### config.mk
export PLATFORM = sky130hd
export DESIGN_NAME = bus_rr_arbiter_flat
export DESIGN_NICKNAME = d
export VERILOG_FILES = /design/src/rtl/bus_rr_arbiter_if.sv /design/src/rtl/bus_rr_arbiter.sv /design/src/flat_wrapper.sv
export SDC_FILE = /design/constraint.sdc
export NUM_CORES = 1
export LEC_CHECK = 0
export CORE_MARGIN = 2
export CORE_UTILIZATION = 35
export CTS_CLUSTER_DIAMETER = 80
export DETAILED_ROUTE_END_ITERATION = 6
export SETUP_SLACK_MARGIN = 0.02
export SLEW_MARGIN = 10
export SYNTH_ARGS = -nofsm -noshare
export SYNTH_HDL_FRONTEND = slang
export SYNTH_SLANG_ARGS = --single-unit
### constraint.sdc
create_clock -name clk -period 2.2 [get_ports clk]
set_input_delay 0.44 -clock clk [delete_from_list [all_inputs] [get_ports clk]]
set_output_delay 0.44 -clock clk [all_outputs]
set_load 0.1 [all_outputs]
### src/rtl/bus_rr_arbiter_if.sv
// Purpose: request/grant bundle between the bus masters and the round-robin arbiter.
// Latency: wires only, no state.
// Backpressure: none; masters hold req high until they see their gnt bit.
interface bus_rr_arbiter_if #(
    parameter int N_REQ = 4
);
    localparam int ID_W = (N_REQ > 1) ? $clog2(N_REQ) : 1;

    logic [N_REQ-1:0] req;
    logic [N_REQ-1:0] gnt;
    logic [ID_W-1:0]  gnt_id;
    logic             bus_busy;
    logic             timeout;

    // master: the requester side; slave: the arbiter side
    modport master (
        output req,
        input  gnt,
        input  gnt_id,
        input  bus_busy,
        input  timeout
    );

    modport slave (
        input  req,
        output gnt,
        output gnt_id,
        output bus_busy,
        output timeout
    );
endinterface

### src/rtl/bus_rr_arbiter.sv
// Purpose: round-robin grant of the shared bus, one owner at a time, one turnaround cycle between owners.
// Latency: req sampled in IDLE -> registered gnt one cycle later; optional revoke with BUS_ARB_TIMEOUT_EN.
// Backpressure: owner keeps the bus while its req stays high; other requesters wait, no preemption.
module bus_rr_arbiter #(
    parameter int N_REQ          = 4,
    parameter int TIMEOUT_CYCLES = 64
) (
    input  logic          clk,
    input  logic          rst_n,
    bus_rr_arbiter_if.slave bus
);
    localparam int ID_W = (N_REQ > 1) ? $clog2(N_REQ) : 1;

    if (N_REQ < 2 || N_REQ > 8 || TIMEOUT_CYCLES < 1) begin : g_bad_param
        $error("bus_rr_arbiter: illegal N_REQ or TIMEOUT_CYCLES");
    end

    typedef enum logic [1:0] {
        ST_IDLE  = 2'd0,
        ST_GRANT = 2'd1,
        ST_TURN  = 2'd2
    } state_t;

    state_t           state_q, state_d;
    logic [N_REQ-1:0] gnt_q, gnt_d;
    logic [ID_W-1:0]  gnt_id_q, gnt_id_d;
    logic             busy_q, busy_d;
    logic             timeout_q, timeout_d;
    logic [ID_W-1:0]  ptr_q, ptr_d;

    logic             win_vld;
    logic [ID_W-1:0]  win_id;
    logic [ID_W-1:0]  ptr_after_owner;
    logic             owner_req;
    logic             expire;

    // Scan requests starting at the priority pointer, wrapping back to 0.
    always_comb begin
        int              idx;
        logic [ID_W-1:0] sel;
        win_vld = 1'b0;
        win_id  = '0;
        idx     = 0;
        sel     = '0;
        for (int i = 0; i < N_REQ; i++) begin
            idx = int'(ptr_q) + i;
            if (idx >= N_REQ) begin
                idx = idx - N_REQ;
            end
            sel = ID_W'(idx);
            if (!win_vld && bus.req[sel]) begin
                win_vld = 1'b1;
                win_id  = sel;
            end
        end
    end

    assign owner_req       = bus.req[gnt_id_q];
    assign ptr_after_owner = (gnt_id_q == ID_W'(N_REQ - 1)) ? '0 : gnt_id_q + ID_W'(1);

`ifdef BUS_ARB_TIMEOUT_EN
    localparam int CNT_W = $clog2(TIMEOUT_CYCLES + 1);

    // cnt_q counts completed GRANT cycles; the current cycle is the last allowed one at T-1.
    logic [CNT_W-1:0] cnt_q, cnt_d;

    assign expire = (cnt_q >= CNT_W'(TIMEOUT_CYCLES - 1));

    always_comb begin
        cnt_d = cnt_q;
        if (state_q == ST_IDLE && win_vld) begin
            cnt_d = '0;
        end else if (state_q == ST_GRANT && cnt_q != CNT_W'(TIMEOUT_CYCLES)) begin
            cnt_d = cnt_q + CNT_W'(1);
        end
    end

    always_ff @(posedge clk or negedge rst_n) begin
        if (!rst_n) begin
            cnt_q <= '0;
        end else begin
            cnt_q <= cnt_d;
        end
    end
`else
    assign expire = 1'b0;
`endif

    always_comb begin
        state_d   = state_q;
        gnt_d     = gnt_q;
        gnt_id_d  = gnt_id_q;
        busy_d    = busy_q;
        timeout_d = 1'b0;
        ptr_d     = ptr_q;
        case (state_q)
            ST_IDLE: begin
                if (win_vld) begin
                    state_d  = ST_GRANT;
                    gnt_d    = N_REQ'(1) << win_id;
                    gnt_id_d = win_id;
                    busy_d   = 1'b1;
                end
            end
            ST_GRANT: begin
                // A release on the expiry edge takes precedence, so no timeout pulse then.
                if (!owner_req || expire) begin
                    state_d   = ST_TURN;
                    gnt_d     = '0;
                    busy_d    = 1'b0;
                    ptr_d     = ptr_after_owner;
                    timeout_d = owner_req;
                end
            end
            ST_TURN: begin
                state_d = ST_IDLE;
            end
            default: begin
                state_d = ST_IDLE;
                gnt_d   = '0;
                busy_d  = 1'b0;
            end
        endcase
    end

    always_ff @(posedge clk or negedge rst_n) begin
        if (!rst_n) begin
            state_q   <= ST_IDLE;
            gnt_q     <= '0;
            gnt_id_q  <= '0;
            busy_q    <= 1'b0;
            timeout_q <= 1'b0;
            ptr_q     <= '0;
        end else begin
            state_q   <= state_d;
            gnt_q     <= gnt_d;
            gnt_id_q  <= gnt_id_d;
            busy_q    <= busy_d;
            timeout_q <= timeout_d;
            ptr_q     <= ptr_d;
        end
    end

    assign bus.gnt      = gnt_q;
    assign bus.gnt_id   = gnt_id_q;
    assign bus.bus_busy = busy_q;
    assign bus.timeout  = timeout_q;
endmodule

### src/flat_wrapper.sv
// flat-port wrapper written by rule: the top's interface ports become plain ports
module bus_rr_arbiter_flat 
#(
    parameter int N_REQ          = 4,
    parameter int TIMEOUT_CYCLES = 64
)
  (clk, rst_n, bus_req, bus_gnt, bus_gnt_id, bus_bus_busy, bus_timeout);
  bus_rr_arbiter_if #(.N_REQ(N_REQ)) bus_i ();
  input  logic clk;
  input  logic rst_n;
  input wire logic [$bits(bus_i.req)-1:0] bus_req;
  output wire logic [$bits(bus_i.gnt)-1:0] bus_gnt;
  output wire logic [$bits(bus_i.gnt_id)-1:0] bus_gnt_id;
  output wire logic [$bits(bus_i.bus_busy)-1:0] bus_bus_busy;
  output wire logic [$bits(bus_i.timeout)-1:0] bus_timeout;
  assign bus_i.req = bus_req;
  assign bus_gnt = bus_i.gnt;
  assign bus_gnt_id = bus_i.gnt_id;
  assign bus_bus_busy = bus_i.bus_busy;
  assign bus_timeout = bus_i.timeout;
  bus_rr_arbiter #(.N_REQ(N_REQ), .TIMEOUT_CYCLES(TIMEOUT_CYCLES)) u_core (.clk(clk), .rst_n(rst_n), .bus(bus_i));
endmodule
==> metrics, run 1 <==
Max Clk Rate 539.0 MHz; core area 1524 sq um; final WL 1143 um; first-pass GRT wire length 1890 um; clock sinks 11; post-synthesis cell count 49; Hold Vio Cnt, Final 0; DRT iter0 DRCs 14; deepest clock path buffer count 2; hpwl dp 873.9 um; root buffer cell clkbuf_4; sequential share of the synthesized area 47.31%; Syn Area/Cell 11.87 sq um; Ports 14; row cnt 14; cells along the critical path clkdlybuf4s50_1, mux4_2, nor3b_4, mux2_4; Required @ worst endpoint 2350 ps; slowest CP cell mux4_2; Worst setup SP type input pin; clock latency on the worst-skew pair 270 ps; total global-route track usage 13.31%; setup violators final 0; share of layout cells above drive strength 1 33.33%; Vias per Instance 5.388; Yosys reg bits 11; Worst R2R Setup Slack 520 ps; GRT overflow 0; mapped cell area 581.8 sq um; DRT Pass-1 Iters 4; final worst-path cycle share 84.32%; via count 458; Worst EP arrival 2000 ps; Netlist cell types 22; DRC 0; largest net degree at the start of global routing 12; Worst-path clk slew 70 ps; Yosys warnings 0; number of port buffers 12; Final Skew 4.895 ps; nets@finish 77; relative slew slack 66.87%; Hold WS 504.5 ps; HP Class input pin to async pin; CTS buffer count 3; CP bufs+invs 1; max_cap viols 0; WL/cell 13.45 um; worst setup path class input pin to register; Hold Buf Count CTS 0; Die Width 44.77 um; ANT nets after route 0; Syn Nets 56; CP peak stage delay 540 ps; starting density of the core 38.18%; min Tclk post-route 1855 ps; initial antenna violation count 0; Crit Path Max Fanout 3; Pins Over Slew Limit 0; Area Overhead vs Synth 30.97%; routability cong. 0.7935; post-CTS setup repair buffer count 0; CTS tree yes; TNS Setup 0 ps; Post-CTS Resized 0; RSZ-0062 raised after global routing false; DIE AREA 2004 sq um; final design utilization 50.00%; status finished clean; vias in the first global route 420; worst slew pin tran 495.4 ps; CP top delay family multiplexers; ant diodes 0; Die H 44.77 um; H-Tree Level Count 1; CP Capture Type register
cell families after synthesis:
family                     after synthesis  synth area share (%)
AOI/OAI and AO/OA                       14                 19.14
and+or+nand+nor                         14                 15.27
buffers and inverters                    3                 2.582
other                                    1                0.6445
DFF                                     11                 47.31
adders and majority gates                1                 2.150
muxes                                    5                 12.90
sequential cells by signal, summed over array words and instances, names as in the netlist:
register and cells:
u_core.bus.gnt 4, u_core.bus.gnt_id 2, u_core.ptr_q 2, u_core.state_q 2
u_core.bus.bus_busy 1
cells in the final DEF (no fill, tap or decap):
cell type         n
a21oi_1           4
mux2_2            2
clkdlybuf4s50_1   5
inv_1             2
o22ai_1           1
dfrtp_2           1
o32a_1            1
nor3b_4           1
a21o_1            1
dfrtp_1          10
clkbuf_4          3
conb_1            1
a221oi_1          1
clkbuf_1          1
a221o_1           1
nor2_1            6
o32ai_1           1
nor3_2            1
ha_1              1
nand2b_1          3
mux4_2            1
nor2b_1           2
a32o_1            4
buf_4            12
mux2_4            2
nor4_1            1
Yosys cell counts, drive strengths merged:
cell type / count / share of area [%]
nor2b: 2 / 2.2
a21oi: 4 / 3.4
nor3: 1 / 1.7
buf: 1 / 1.3
o22ai: 1 / 1.1
conb: 1 / 0.64
a221oi: 1 / 1.5
nor2: 6 / 3.9
ha: 1 / 2.2
a221o: 1 / 1.7
mux4: 1 / 3.9
nor3b: 1 / 3.2
nor4: 1 / 1.1
mux2: 4 / 9.0
inv: 2 / 1.3
nand2b: 3 / 3.2
a21o: 1 / 1.3
o32a: 1 / 1.7
a32o: 4 / 6.9
dfrtp: 11 / 47
o32ai: 1 / 1.5
routing by layer:
layer | track usage [%] | vias to the layer above | wire length [um]
met4 | 3.529 | 0 | 0
met5 | 0 | - | 0
met1 | 18.23 | 218 | 567
met2 | 19.13 | 11 | 507
met3 | 6.000 | 0 | 68
li1 | - | 229 | -
cell type report:
class	instances	area (sq um)
Clock buffer	4	26.28
Multi-Input combinational cell	35	291.5
Tap cell	16	20.02
Inverter	2	7.507
Fill cell	147	762.0
Timing Repair Buffer	17	140.1
Sequential cell	11	276.5
metrics by stage:
step | cell area (sq um) | std cells | setup slack, ps
floorplan | 583.1 | 49 | 102.0
detailed placement | 735.7 | 81 | 72.43
global route | 762.0 | 85 | 284.3
global placement | 735.7 | 81 | 68.50
finish | 762.0 | 85 | 344.9
CTS | 762.0 | 85 | 352.8
worst reg2reg max path: stages, from the launching register on:
cell,delay [ps]
dfrtp_2,410
mux4_2,570
nor3b_4,270
mux2_4,320
final timing paths:
check	from	depth (start not counted)	endpoint
setup / recovery	bus_req[1]	4	u_core.ptr_q[1]$_DFFE_PN0P_
hold / removal	rst_n	1	u_core.bus.gnt_id[0]$_DFFE_PN0P_
setup reg to reg	u_core.bus.gnt_id[1]$_DFFE_PN0P_	3	u_core.ptr_q[1]$_DFFE_PN0P_
hold reg to reg	u_core.bus.gnt[3]$_DFFE_PN0P_	1	u_core.bus.gnt[3]$_DFFE_PN0P_
max in group asynchronous	rst_n	1	u_core.bus.gnt_id[1]$_DFFE_PN0P_
min in group clk	u_core.bus.gnt[3]$_DFFE_PN0P_	1	u_core.bus.gnt[3]$_DFFE_PN0P_
Power of run 1 is left out: the tool's default activity adds up to more than one toggle a clock period on the data nets, which glitch-free logic cannot reach.
==> inputs of run 2 (changes only) <==
==> constraint.sdc (replaced) <==
create_clock -name clk -period 1.7 [get_ports clk]
set_input_delay 0.34 -clock clk [delete_from_list [all_inputs] [get_ports clk]]
set_output_delay 0.34 -clock clk [all_outputs]
set_load 0.1 [all_outputs]
==> metrics, run 2 (same netlist as run 1, synthesis figures left out) <==
fillers 137 (-6.8%); clock latency on the worst-skew pair 270 ps (about the same); min Tclk post-route 1670 ps; core area 1524 sq um (unchanged); relative slew slack 65.70% (-1.2 points); largest net degree at the start of global routing 12 (unchanged); nets@finish 85 (+10%); Area Overhead vs Synth 58.06%; Max Clk Rate 598.9 MHz; Final Skew 1.263 ps (-3.632 ps); worst reg2reg path depth 3 (unchanged); worst slew pin tran 512.9 ps (+17.45 ps); initial antenna violation count 0 (unchanged); setup violators final 0 (unchanged); placed instance count 87 (+7.4%); final worst-path cycle share 98.22%; hpwl dp 1084 um (+24%); DIE AREA 2004 sq um (unchanged); Final WS setup 30.18 ps (-314.7 ps); Worst-path clk slew 70 ps (about the same); CP peak stage delay 550 ps (about the same); via count 506 (+10%); H-Tree Level Count 1 (unchanged); RSZ-0062 raised after global routing true; first-pass GRT wire length 2242 um (+19%); clock sinks 11 (unchanged); HP Class input pin to async pin; most common cell after layout, fill and taps aside buf_4; Die Width 44.77 um (unchanged); Ports 14 (unchanged); DP Area 875.8 sq um (+19%); deepest clock path buffer count 2 (unchanged); starting density of the core 38.18% (unchanged); ANT nets after route 0 (unchanged); Die H 44.77 um (unchanged); cells along the critical path mux4_2, nor3b_4, mux2_4; max_cap viols 0 (unchanged); DRT Pass-1 Iters 4 (unchanged); Crit Path Max Fanout 3 (unchanged); DRC 0 (unchanged); worst setup path class register to register; dpl ws -343.2 ps (-415.7 ps); fin area 919.6 sq um (+21%); Worst EP arrival 1820 ps (-180 ps); Worst setup SP type register; Pins Over Slew Limit 0 (unchanged); commonest non-fill, non-tap cells in the layout buf_4 (13), dfrtp_1 (9), buf_12 (7); number of port buffers 12 (unchanged); status finished clean; DRT iter0 DRCs 14 (unchanged); vias in the first global route 498 (+19%); ant diodes 0 (unchanged); GRT overflow 0 (unchanged); CP Capture Type register; routability cong. 0.8398 (+5.8%); root buffer cell clkbuf_4; max reg flops 4 (unchanged); Vias per Instance 5.441 (+0.98%); Cell Count, Final, Fillers Out 93 (+9.4%); row cnt 14 (unchanged); CTS buffer count 3 (unchanged); CTS tree yes; slowest CP cell mux4_2; WL/cell 14.87 um (+11%); Required @ worst endpoint 1860 ps (-490 ps); Hold Vio Cnt, Final 0 (unchanged); total global-route track usage 16.28% (+3.0 points); share of layout cells above drive strength 1 44.16% (+11 points); final WL 1383 um (+21%)
run 2: final cells by class:
cell class | instances | area [sq um] | area share [%]
Sequential cell | 11 | 280.3 | 30.48
Clock buffer | 4 | 26.28 | 2.857
Multi-Input combinational cell | 35 | 302.8 | 32.93
Inverter | 2 | 7.507 | 0.8163
Timing Repair Buffer | 25 | 282.8 | 30.75
Tap cell | 16 | 20.02 | 2.177
run 2: metrics by stage:
stage / util, % / hold WS [ps] / setup TNS (ps)
floorplan: - / 44.41 / -505.7
global placement: 57.47 / 548.5 / -2382
detailed placement: 57.47 / 545.7 / -2669
CTS: 59.36 / 427.1 / 0
global route: 60.34 / 465.2 / -13.43
finish: 60.34 / 410.8 / 0
run 2: repair_timing:
item / CTS / global route
resized for setup: 4 / 1
buffers inserted: 1 / 1
endpoints found under the setup margin: 8 / 6
pin swaps: 1 / 1
hold buffers: 0 / 0
run 2: worst max-delay path: cells and delay by family (launching register included):
kind	cells	cell delay (ps)
DFF	1	420
muxes	2	870
and+or+nand+nor	1	270
run 2: layer usage:
layer | GRT usage, % | part of all wire (%) | wire (um)
met5 | 0 | 0 | 0
met4 | 8.824 | 1.9 | 26
met3 | 2.400 | 3.9 | 54
met2 | 26.67 | 49 | 679
met1 | 20.66 | 45 | 622
run 2: path summary, 6_finish.rpt:
kind / startpoint / endpoint / slack (ps)
max: u_core.bus.gnt_id[1]$_DFFE_PN0P_ / u_core.ptr_q[1]$_DFFE_PN0P_ / 30
max reg2reg: u_core.bus.gnt_id[1]$_DFFE_PN0P_ / u_core.ptr_q[1]$_DFFE_PN0P_ / 30
min: rst_n / u_core.state_q[0]$_DFFE_PN0P_ / 410
min reg2reg: u_core.bus.gnt[0]$_DFFE_PN0P_ / u_core.bus.gnt[0]$_DFFE_PN0P_ / 550
max in group asynchronous: rst_n / u_core.bus.gnt_id[1]$_DFFE_PN0P_ / 910
min in group clk: u_core.bus.gnt[0]$_DFFE_PN0P_ / u_core.bus.gnt[0]$_DFFE_PN0P_ / 550
Power of run 2 is left out for the same reason.
==> patch 1 (config.mk and constraints of run 1) <==
`N_REQ` is set to 4 in 3 places; all go to 8.
--- a/src/rtl/bus_rr_arbiter_if.sv
+++ b/src/rtl/bus_rr_arbiter_if.sv
@@ -4,3 +4,3 @@
 interface bus_rr_arbiter_if #(
-    parameter int N_REQ = 4
+    parameter int N_REQ = 8
 );
--- a/src/rtl/bus_rr_arbiter.sv
+++ b/src/rtl/bus_rr_arbiter.sv
@@ -4,3 +4,3 @@
 module bus_rr_arbiter #(
-    parameter int N_REQ          = 4,
+    parameter int N_REQ          = 8,
     parameter int TIMEOUT_CYCLES = 64
--- a/src/flat_wrapper.sv
+++ b/src/flat_wrapper.sv
@@ -3,3 +3,3 @@
 #(
-    parameter int N_REQ          = 4,
+    parameter int N_REQ          = 8,
     parameter int TIMEOUT_CYCLES = 64
Ports: changed (resized bus_gnt, bus_gnt_id and bus_req); port bits go from 14 to 23. The function was not compared with the original's and may differ.
==> patch 1 against run 1 <==
The flow now finishes with violations (negative setup slack). Worst setup slack worse by 1000 ps. Design area rose to 3.4 times the old value. Sequential cell count up 6. Routed wire length rose to 4.3 times the old value. Critical path depth up 5. Synthesized area rose to 3.0 times the old value. Via count rose to 3.6 times the old value. Synthesized cell count rose to 3.3 times the old value.
Power is not shown: default switching activity piles up to over one toggle a cycle in this logic, so the estimate is an artifact.
==> patch 1: results (changes against run 1) <==
\begin{tabular}{lr}
\hline
Metric & Value \\
\hline
\multicolumn{2}{l}{\textbf{Timing}} \\
Final setup vio count & 13 (+13) \\
Post-route clock skew & 3.15 ps (-1.75 ps) \\
Slew HR & 65.5\% (-1.4 points) \\
Worst hold margin & 486 ps (-18.0 ps) \\
Slack of the critical path & -651 ps (-996 ps) \\
Setup\_tns & -7340 ps (-7340 ps) \\
\multicolumn{2}{l}{\textbf{Drt}} \\
Routed length on met3 & 131 um (+93\%) \\
Number of vias per cell & 5.41 (+0.32\%) \\
Amount of wire on met2 after detailed routing & 2510 um (+390\%) \\
\multicolumn{2}{l}{\textbf{Status}} \\
Violations in the final reports & negative setup slack \\
Run status & finished, violations left \\
\multicolumn{2}{l}{\textbf{Placement}} \\
Buffers added on ports & 21 (+9) \\
Final weighted congestion in routability-driven placement & 0.904 (+14\%) \\
HPWL Detailed & 3850 um (+340\%) \\
\multicolumn{2}{l}{\textbf{Layout}} \\
Nets & 249 (+220\%) \\
Fraction of layout cells with a size suffix above 1 & 53.4\% (+20 points) \\
Combined area of the multi-input logic cells & 1400 um2 (+380\%) \\
Post-route non-filler standard cell count & 301 (+250\%) \\
Fill cell instance count of the final layout & 416 (+180\%) \\
\multicolumn{2}{l}{\textbf{Global routing}} \\
Global Route met1 Usage & 24.4\% (+6.2 points) \\
Maximum number of pins on one net before global-route repair & 20 (+8) \\
Vias in the first global route & 1585 (+280\%) \\
Fraction of met3 tracks used by global routing & 2.44\% (-3.6 points) \\
GRT Total Usage & 18.0\% (+4.7 points) \\
First-pass GRT wire length & 7780 um (+310\%) \\
\multicolumn{2}{l}{\textbf{Clock network}} \\
CTS Root Buffer Type & sky130\_fd\_sc\_hd\_\_clkbuf\_8 \\
Source-to-sink clock delay at the later pin of the worst-skew pair & 250 ps (-20 ps) \\
Number of post-CTS setup repair buffers & 3 (+3) \\
\multicolumn{2}{l}{\textbf{Critical path}} \\
Destination of the critical timing path & u\_core.bus.gnt[4]\$\_DFFE\_PN0P\_ \\
Worst endpoint data arrival time & 2990 ps (+990 ps) \\
Maximum net fanout on the critical path & 7 (+4) \\
\multicolumn{2}{l}{\textbf{Synth}} \\
Area share of fa/ha/maj cells after synthesis & 2.88\% (+0.73 points) \\
Main area contributors after synthesis & sky130\_fd\_sc\_hd\_\_dfrtp\_1 24\%, sky130\_fd\_sc\_hd\_\_mux4\_2 16\%, sky130\_fd\_sc\_hd\_\_mux2i\_1 6.9\%, sky130\_fd\_sc\_hd\_\_mux4\_1 4.5\%, sky130\_fd\_sc\_hd\_\_nand2\_1 4.1\% \\
Fraction of synthesized cell area in xor and xnor cells & 2.01\% (+2.0 points) \\
Mean cell area of the mapped netlist & 10.7 um2 (-9.6\%) \\
Multiplexer area fraction after synthesis & 34.3\% (+21 points) \\
\hline
\end{tabular}
[patch 1: cell count changes after synthesis, moves of 4 or more]
cell	run 1	this run
sky130_fd_sc_hd__a32o_1	4	0
sky130_fd_sc_hd__o21ai_1	0	5
sky130_fd_sc_hd__nand2_1	0	19
sky130_fd_sc_hd__o21ai_0	0	7
sky130_fd_sc_hd__mux4_2	1	12
sky130_fd_sc_hd__mux2i_1	0	12
sky130_fd_sc_hd__dfrtp_1	11	17
sky130_fd_sc_hd__buf_2	0	4
sky130_fd_sc_hd__a22o_1	0	5
sky130_fd_sc_hd__inv_1	2	6
sky130_fd_sc_hd__nor3_1	0	4
[patch 1: final cells by class]
| cell class | instances | area share (%) |
|---|---|---|
| multi-input combinational | 130 | 53.6 |
| timing repair buffer | 77 | 23.9 |
| sequential | 17 | 16.4 |
| tap | 67 | 3.20 |
| clock buffer | 4 | 1.72 |
| inverter | 6 | 1.15 |
==> patch 2 (flow settings as in run 1) <==
Without the edit above. Encoding of `state_t`: now one-hot (3 bits for 3 states).
--- a/src/rtl/bus_rr_arbiter.sv
+++ b/src/rtl/bus_rr_arbiter.sv
@@ -17,6 +17,6 @@
 
-    typedef enum logic [1:0] {
-        ST_IDLE  = 2'd0,
-        ST_GRANT = 2'd1,
-        ST_TURN  = 2'd2
+    typedef enum logic [2:0] {
+        ST_IDLE  = 3'b001,
+        ST_GRANT = 3'b010,
+        ST_TURN  = 3'b100
     } state_t;
Function: same outputs for any inputs over 10 cycles, from zero or initial values and one cycle with rst_n low; not proved beyond that.
==> patch 2 against run 1 <==
Worst setup slack worse by 5.8 ps. Routed wire length is 9.7% higher. Sequential share of layout area is 0.88 points higher. Sequential cell count is 1 higher. Count of clock-buffer cells in the layout stayed put. Largest cell class unchanged. Synthesized area is 12% higher. Die area is 11% higher. Design area is 6.9% higher.
Power is not shown: default switching activity piles up to over one toggle a cycle in this logic, so the estimate is an artifact.
==> patch 2: results (changes against run 1) <==
\begin{tabular}{lr}
\hline
Metric & Value \\
\hline
\multicolumn{2}{l}{\textbf{Status}} \\
Run status & complete, no violations \\
\multicolumn{2}{l}{\textbf{Placement}} \\
Dpl cell area & 788 um2 (+7.1\%) \\
Final weighted congestion in routability-driven placement & 0.737 (-7.1\%) \\
Placed Instances & 94 (+16\%) \\
\multicolumn{2}{l}{\textbf{Layout}} \\
Fill cell instance count of the final layout & 169 (+15\%) \\
Nets & 81 (+5.2\%) \\
Combined area of the multi-input logic cells & 333 um2 (+14\%) \\
\multicolumn{2}{l}{\textbf{Synth}} \\
Compound-Gate Fraction of Synth Area & 22.2\% (+3.1 points) \\
Mean cell area of the mapped netlist & 11.5 um2 (-3.5\%) \\
Multiplexer area fraction after synthesis & 10.7\% (-2.2 points) \\
Main area contributors after synthesis & sky130\_fd\_sc\_hd\_\_dfrtp\_1 42\%, sky130\_fd\_sc\_hd\_\_mux2\_2 6.9\%, sky130\_fd\_sc\_hd\_\_dfstp\_2 4.0\%, sky130\_fd\_sc\_hd\_\_a21o\_1 3.4\%, sky130\_fd\_sc\_hd\_\_a211oi\_4 3.1\% \\
Most frequent cells after synthesis & 11 x sky130\_fd\_sc\_hd\_\_dfrtp\_1, 4 x sky130\_fd\_sc\_hd\_\_mux2\_2, 3 x sky130\_fd\_sc\_hd\_\_a21o\_1, 3 x sky130\_fd\_sc\_hd\_\_a21oi\_1, 3 x sky130\_fd\_sc\_hd\_\_inv\_1 \\
\multicolumn{2}{l}{\textbf{Critical path}} \\
Start point of the critical path & bus\_req[0] \\
Largest stage delay, worst path & 480 ps (-60 ps) \\
Maximum net fanout on the critical path & 6 (+3) \\
\multicolumn{2}{l}{\textbf{Drt}} \\
Met1 Routed Length & 569 um (+0.35\%) \\
Routed length on met3 & 66 um (-2.9\%) \\
DRC marker count from the first detailed-route iteration & 10 (-4) \\
Uppermost metal layer occupied by signal nets & met4 \\
Average routed wire per standard cell & 12.8 um (-4.8\%) \\
Amount of wire on met2 after detailed routing & 603 um (+19\%) \\
\multicolumn{2}{l}{\textbf{Global routing}} \\
GRT Total Usage & 13.9\% (+0.63 points) \\
Global Route met1 Usage & 19.1\% (+0.91 points) \\
GRT met2 Usage & 20.5\% (+1.4 points) \\
Fraction of met3 tracks used by global routing & 5.77\% (-0.23 points) \\
Maximum number of pins on one net before global-route repair & 13 (+1) \\
\multicolumn{2}{l}{\textbf{Timing}} \\
Post-route clock skew & 2.36 ps (-2.53 ps) \\
Slew HR & 61.2\% (-5.7 points) \\
\multicolumn{2}{l}{\textbf{Worst hold path}} \\
Hold WC Path Type & flip-flop to flip-flop \\
\hline
\end{tabular}
==> patch 2: cell types whose count changed in the layout (fill, tap and decap cells not counted), sizes merged, moves of 2 or more <==
cell	delta
nor2	-4
o21ai	+2
a21o	+2
nand2	+2
a32o	-3
or3b	+2
buf	-4
o2bb2ai	+2
==> patch 2: final cells by class <==
class                   instances  share of cell area (%)
inverters                       3                    1.38
clock buffers                   4                    3.23
flip-flops and latches         12                    37.2
well taps                      25                    3.84
multi-input cells              41                    40.9
repair buffers                 13                    13.5
==> patch 2: final timing paths <==
path / slack (ps) / end / cells after the start
min: 500 / u_core.bus.bus_busy$_DFFE_PN0P_ / 1
max reg2reg: 460 / u_core.bus.gnt_id[1]$_DFFE_PN0P_ / 3
max in group asynchronous: 1310 / u_core.bus.gnt_id[1]$_DFFE_PN0P_ / 1
min in group asynchronous: 510 / u_core.state_q[2]$_DFFE_PN0P_ / 1
min reg2reg: 500 / u_core.bus.bus_busy$_DFFE_PN0P_ / 1
max: 340 / u_core.ptr_q[0]$_DFFE_PN0P_ / 5
